$ cat src/rtl/pipeline_debug_ctrl.sv
// Run/step/breakpoint controller for the 5-stage core.
// Gates fetch in free-run, single-step, N-step and run-to-breakpoint modes,
// drains the pipeline before halting and counts retired instructions.
module pipeline_debug_ctrl #(
    parameter int PC_W            = 32,
    parameter int NUM_BP          = 2,
    parameter int STEP_W          = 8,
    parameter int CNT_W           = 16,
    parameter int DEBOUNCE_CYCLES = 16,
    parameter int OUTST_W         = 4
) (
    input  logic                     clk,
    input  logic                     rst,
    input  logic [1:0]               mode,
    input  logic                     step_button,
    input  logic [STEP_W-1:0]        step_count,
    input  logic [NUM_BP-1:0]        bp_en,
    input  logic [NUM_BP*PC_W-1:0]   bp_addr,
    input  logic [PC_W-1:0]          pc_f,
    input  logic                     instr_completed,
    output logic                     fetch_enable,
    output logic                     halted,
    output logic                     step_done,
    output logic [NUM_BP-1:0]        bp_hit,
    output logic [CNT_W-1:0]         retired_count
);

    localparam int DB_W = $clog2(DEBOUNCE_CYCLES + 1);
    localparam logic [1:0] MODE_RUN    = 2'b00;
    localparam logic [1:0] MODE_STEP   = 2'b01;
    localparam logic [1:0] MODE_STEP_N = 2'b10;
    localparam logic [1:0] MODE_BREAK  = 2'b11;
    localparam logic [OUTST_W-1:0] INFLIGHT_MAX = {OUTST_W{1'b1}};

    typedef enum logic [1:0] {
        ST_HALT    = 2'd0,
        ST_RUNNING = 2'd1,
        ST_ISSUE   = 2'd2,
        ST_DRAIN   = 2'd3
    } state_t;

    state_t              state_r;
    state_t              next_state_s;
    logic [1:0]          sync_r;
    logic                cand_r;
    logic                level_r;
    logic [DB_W-1:0]     db_cnt_r;
    logic                press_r;
    logic [STEP_W-1:0]   remaining_r;
    logic                skip_bp_r;
    logic [NUM_BP-1:0]   bp_hit_r;
    logic                step_done_r;
    logic                halted_r;
    logic [OUTST_W-1:0]  inflight_r;
    logic [OUTST_W-1:0]  inflight_nxt_s;
    logic [CNT_W-1:0]    retired_r;
    logic [NUM_BP-1:0]   bp_vec_s;
    logic                bp_kill_s;
    logic                fetch_enable_s;

    // Synchronise the raw button, debounce it and emit a one-cycle pulse on an accepted rising edge.
    always_ff @(posedge clk) begin
        if (rst) begin
            sync_r   <= 2'b00;
            cand_r   <= 1'b0;
            level_r  <= 1'b0;
            db_cnt_r <= {DB_W{1'b0}};
            press_r  <= 1'b0;
        end else begin
            sync_r  <= {sync_r[0], step_button};
            press_r <= 1'b0;
            if (sync_r[1] != cand_r) begin
                cand_r   <= sync_r[1];
                db_cnt_r <= {DB_W{1'b0}};
            end else if (cand_r != level_r) begin
                if (db_cnt_r == DB_W'(DEBOUNCE_CYCLES - 1)) begin
                    level_r  <= cand_r;
                    press_r  <= cand_r;
                    db_cnt_r <= {DB_W{1'b0}};
                end else begin
                    db_cnt_r <= db_cnt_r + DB_W'(1);
                end
            end
        end
    end

    // Per-comparator breakpoint match; disabled comparators never match.
    always_comb begin
        bp_vec_s = {NUM_BP{1'b0}};
        for (int i = 0; i < NUM_BP; i++) begin
            if (bp_en[i] && (pc_f == bp_addr[i*PC_W +: PC_W])) begin
                bp_vec_s[i] = 1'b1;
            end else begin
                bp_vec_s[i] = 1'b0;
            end
        end
    end

    assign bp_kill_s = (state_r == ST_RUNNING) && (mode == MODE_BREAK) &&
                       (|bp_vec_s) && !skip_bp_r;

    // Fetch gate: state decode, with a same-cycle kill when a breakpoint is hit.
    always_comb begin
        fetch_enable_s = 1'b0;
        case (state_r)
            ST_HALT:    fetch_enable_s = 1'b0;
            ST_RUNNING: fetch_enable_s = !bp_kill_s;
            ST_ISSUE:   fetch_enable_s = 1'b1;
            ST_DRAIN:   fetch_enable_s = 1'b0;
            default:    fetch_enable_s = 1'b0;
        endcase
    end

    // In-flight tracking: saturating up on fetch, floored at zero on retire.
    always_comb begin
        inflight_nxt_s = inflight_r;
        if (fetch_enable_s && !instr_completed) begin
            if (inflight_r != INFLIGHT_MAX) begin
                inflight_nxt_s = inflight_r + OUTST_W'(1);
            end else begin
                inflight_nxt_s = inflight_r;
            end
        end else if (!fetch_enable_s && instr_completed) begin
            if (inflight_r != {OUTST_W{1'b0}}) begin
                inflight_nxt_s = inflight_r - OUTST_W'(1);
            end else begin
                inflight_nxt_s = inflight_r;
            end
        end else begin
            inflight_nxt_s = inflight_r;
        end
    end

    // Next-state logic; mode is only looked at in HALT and RUNNING.
    always_comb begin
        next_state_s = state_r;
        case (state_r)
            ST_HALT: begin
                if (mode == MODE_RUN) begin
                    next_state_s = ST_RUNNING;
                end else if (press_r && ((mode == MODE_STEP) || (mode == MODE_STEP_N))) begin
                    next_state_s = ST_ISSUE;
                end else if (press_r && (mode == MODE_BREAK)) begin
                    next_state_s = ST_RUNNING;
                end else begin
                    next_state_s = ST_HALT;
                end
            end
            ST_RUNNING: begin
                if (bp_kill_s) begin
                    next_state_s = ST_DRAIN;
                end else if ((mode == MODE_STEP) || (mode == MODE_STEP_N)) begin
                    next_state_s = ST_DRAIN;
                end else begin
                    next_state_s = ST_RUNNING;
                end
            end
            ST_ISSUE: begin
                if (remaining_r <= STEP_W'(1)) begin
                    next_state_s = ST_DRAIN;
                end else begin
                    next_state_s = ST_ISSUE;
                end
            end
            ST_DRAIN: begin
                if (inflight_nxt_s == {OUTST_W{1'b0}}) begin
                    next_state_s = ST_HALT;
                end else begin
                    next_state_s = ST_DRAIN;
                end
            end
            default: next_state_s = ST_HALT;
        endcase
    end

    // State register, step bookkeeping, sticky breakpoint flags and registered status outputs.
    always_ff @(posedge clk) begin
        if (rst) begin
            state_r     <= ST_HALT;
            remaining_r <= {STEP_W{1'b0}};
            skip_bp_r   <= 1'b0;
            bp_hit_r    <= {NUM_BP{1'b0}};
            step_done_r <= 1'b0;
            halted_r    <= 1'b1;
            inflight_r  <= {OUTST_W{1'b0}};
            retired_r   <= {CNT_W{1'b0}};
        end else begin
            state_r     <= next_state_s;
            inflight_r  <= inflight_nxt_s;
            step_done_r <= (state_r == ST_DRAIN) && (next_state_s == ST_HALT);
            halted_r    <= (next_state_s == ST_HALT);
            if (instr_completed) begin
                retired_r <= retired_r + CNT_W'(1);
            end
            case (state_r)
                ST_HALT: begin
                    if (press_r && (mode == MODE_STEP)) begin
                        remaining_r <= STEP_W'(1);
                    end else if (press_r && (mode == MODE_STEP_N)) begin
                        if (step_count == {STEP_W{1'b0}}) begin
                            remaining_r <= STEP_W'(1);
                        end else begin
                            remaining_r <= step_count;
                        end
                    end else if (press_r && (mode == MODE_BREAK)) begin
                        skip_bp_r <= 1'b1;
                        bp_hit_r  <= {NUM_BP{1'b0}};
                    end
                end
                ST_RUNNING: begin
                    skip_bp_r <= 1'b0;
                    if (bp_kill_s) begin
                        bp_hit_r <= bp_hit_r | bp_vec_s;
                    end
                end
                ST_ISSUE: remaining_r <= remaining_r - STEP_W'(1);
                ST_DRAIN: remaining_r <= remaining_r;
                default:  remaining_r <= {STEP_W{1'b0}};
            endcase
        end
    end

    assign fetch_enable  = fetch_enable_s;
    assign halted        = halted_r;
    assign step_done     = step_done_r;
    assign bp_hit        = bp_hit_r;
    assign retired_count = retired_r;

endmodule

$ cat config.mk
export PLATFORM = sky130hd
export DESIGN_NAME = pipeline_debug_ctrl
export DESIGN_NICKNAME = d
export VERILOG_FILES = /design/src/rtl/pipeline_debug_ctrl.sv
export SDC_FILE = /design/constraint.sdc
export NUM_CORES = 1
export LEC_CHECK = 0
export CORE_MARGIN = 3
export CORE_UTILIZATION = 38
export DETAILED_ROUTE_END_ITERATION = 8
export PLACE_DENSITY = 0.77
export SLEW_MARGIN = 20
export SYNTH_ARGS = -nofsm -noshare
export SYNTH_HDL_FRONTEND = slang
export SYNTH_SLANG_ARGS = --single-unit
$ cat constraint.sdc
create_clock -name clk -period 2.7 [get_ports clk]
set_input_delay 0.675 -clock clk [delete_from_list [all_inputs] [get_ports clk]]
set_output_delay 0.675 -clock clk [all_outputs]
set_load 0.01 [all_outputs]
==> run summary <==
status - finished with violations
failing checks - setup timing
Sink Count - 45
final setup violation count - 3
Final Max Slew Viols - 0
crit end category - output pin
overall global routing resource usage - 0.211
Syn-to-layout area delta - 59.3%
DIE WIDTH - 94.9 um
most common cell after layout, fill and taps aside - dfxtp_1
predominant post-synthesis flop cell - dfxtp_1
FFs w/ async S/R, synth - 0
Skew-Pair Late Insertion Delay - 0.30 ns
First DRT Iteration DRCs - 232
most used cell along the critical path - nor3_4
Pwr per Cell Area - 480 nW/um^2
Ys Warns - 0
Yosys cell types - 50
largest net degree at the start of global routing - 22
grt total ovfl - 0
first-pass GRT wire length - 14.9 mm
critical path data required time - 2.03 ns
Cells on Worst Hold Path - 1
crit path time final - 2.81 ns
Seq/Total Area, Yosys - 0.300
final setup margin - -0.106 ns
fraction of layout cells with a size suffix above 1 - 0.189
DP Area - 4620 um^2
total stage count of the critical path - 7
commonest cells after routing, fill and taps aside - dfxtp_1 (45), nor2_1 (42), xor2_1 (42)
final hold vios - 0
Core Rows - 31
Max-Cap Viols - 0
Routed Antenna Nets - 0
via count - 3,196
Pleak - 2.17 nW
#FFs+latches synth - 45
worst clock skew - 0.0101 ns
Cell Area, Synth - 3010 um^2
GP Congestion - 0.803
Detailed Place HPWL - 7.86 mm
kind of critical path - in2out
full die area - 9010 um^2
CP Cell Sequence - dlygate4sd2_1 > xnor2_2 > nand4_1 > or4_4 > nor3_4 > nor3_4 > buf_2
fin area - 4790 um^2
# hold bufs at CTS - 0
Top delay family on crit path - simple AND/OR/NAND/NOR gates
Total Routed Length - 9.75 mm
Worst Path Buf+Inv - 2
CTS Buffer Depth - 2
RSZ-0062 raised after global routing - true
fillcell total - 629
Initial Util - 0.404
slew margin rel. - 0.683
Root Buffer - clkbuf_8
Critical Path Max Stage Delay - 0.50 ns
clk slew on worst S/H paths - 0.09 ns
initial antenna violation count - 2
CTS tree - built
Fmax - 0.356 GHz
WL per Instance - 15.6 um
Num CTS Buffers - 5
final period utilization - 1.04
worst-path fanout max - 2
TritonRoute pass-1 iters - 4
Post-Syn Nets - 484
DRC - 0
Hold Crit Class - reg2reg
Critical Path AT - 2.13 ns
die height - 94.9 um
final net count - 645
vias in the first global route - 3,169
port bufs - 132
VDD IR max - 282 uV
Via-to-Cell Ratio - 5.11
CTS H-tree lvls - 2
Worst Tran Pin Value - 0.474 ns
Synth Instances - 362
IO Count - 133
r2r worst-path depth - 9
Core ar. - 7450 um^2
CP Launch Type - primary input
slowest CP cell - or4_4
syn_area_per_cell - 8.30 um^2
final core occ - 0.643
Post-synth EDFFs - 0
-- worst paths after layout --
path | start | to | slack [ns]
setup / recovery | bp_addr[37] | fetch_enable | -0.11
hold / removal | sync_r[0] | sync_r[1] | 0.43
setup reg to reg | state_r[1] | step_done | 0.17
hold reg to reg | sync_r[0] | sync_r[1] | 0.43
-- registers in the layout, indices dropped and copies added, names as in the netlist --
signal,cells
remaining_r,8
db_cnt_r,5
press_r,1
state_r,2
bp_hit,2
halted,1
retired_count,16
inflight_r,4
skip_bp_r,1
step_done,1
level_r,1
sync_r,2
cand_r,1
-- layer usage --
layer	share of wire	vias up	track usage
met5	0	-	0
met4	0.021	0	0.0589
met3	0.10	18	0.0733
met2	0.50	113	0.403
met1	0.38	1473	0.215
li1	-	1592	-
-- where the power goes --
group / leakage (nW) / switching, mW / internal [mW]
sequential: 0.365 / 0.0554 / 0.731
clock: 0.0592 / 0.243 / 0.282
combinational: 1.74 / 0.492 / 0.492
-- what timing repair did --
action                     in CTS  in global routing
pin swaps                      55                 54
setup endpoints to repair       9                  7
cloned                          0                  0
setup buffers                   1                  2
resized for setup             132                 85
-- worst reg2reg max path, cell delays in order, from the launching register on --
cell and delay [ns]:
dfxtp_1 0.32, and4bb_1 0.28, nand4_1 0.08, or4_4 0.50
nor3_4 0.20, nor3_4 0.08, buf_4 0.16, or4_4 0.47
o211a_2 0.16, nor4_2 0.19
-- metrics by stage --
step / hold WS [ns] / setup TNS [ns] / instances / setup slack, ns / power, mW
after floorplan: 0.414 / -0.186 / 362 / -0.0977 / 1.35
after global placement: 0.420 / -5.15 / 612 / -0.840 / 1.75
after detailed placement: 0.429 / -5.55 / 612 / -0.868 / 1.77
after CTS: 0.434 / -0.494 / 621 / -0.193 / 2.29
after global routing: 0.439 / -0.630 / 625 / -0.177 / 2.45
final: 0.430 / -0.149 / 625 / -0.106 / 2.30
-- cell usage after synthesis, drive strengths merged, types with 2 or more instances --
library cell | count | area, um^2
a211oi | 3 | 22.5
buf | 3 | 18.8
or2 | 2 | 12.5
inv | 13 | 48.8
or4 | 5 | 45.0
o311ai | 2 | 17.5
nand3 | 13 | 65.1
ha | 10 | 125
nor2 | 42 | 158
o21ai | 11 | 55.1
nand2b | 2 | 12.5
clkbuf | 5 | 18.8
nor4 | 12 | 81.3
nand3b | 3 | 22.5
and3 | 3 | 18.8
o41ai | 2 | 17.5
mux2i | 5 | 50.1
nor2b | 6 | 37.5
a31oi | 3 | 18.8
o211ai | 3 | 22.5
xor2 | 46 | 403
a21o | 2 | 15.0
dfxtp | 45 | 901
o21a | 4 | 30.0
o31ai | 2 | 15.0
nor3 | 11 | 82.6
nand2 | 28 | 105
a21oi | 12 | 60.1
nand4 | 15 | 93.8
xnor2 | 38 | 333
-- kinds of logic (layout without fill, tap and decap cells) --
| kind of cell | count (synthesis) | in the layout | share of synthesized area |
|---|---|---|---|
| simple gates | 145 | 145 | 0.254 |
| other cells | 0 | 2 | 0 |
| buf+inv | 21 | 183 | 0.0287 |
| compound gates | 51 | 51 | 0.111 |
| mux | 6 | 6 | 0.0204 |
| fa+ha+maj | 10 | 10 | 0.0416 |
| flops | 45 | 45 | 0.300 |
| xor+xnor | 84 | 84 | 0.245 |
-- final cells by class --
cell class	instances	area (um^2)	share of cell area
clock buffers	5	68.8	0.0144
flip-flops and latches	45	901	0.188
inverters	13	48.8	0.0102
repair buffers	162	1460	0.304
diodes	2	5.00	0.00105
well taps	99	124	0.0259
multi-input cells	296	2140	0.446
clock inverters	3	47.5	0.00993
Power figures use the tool's default switching activity.
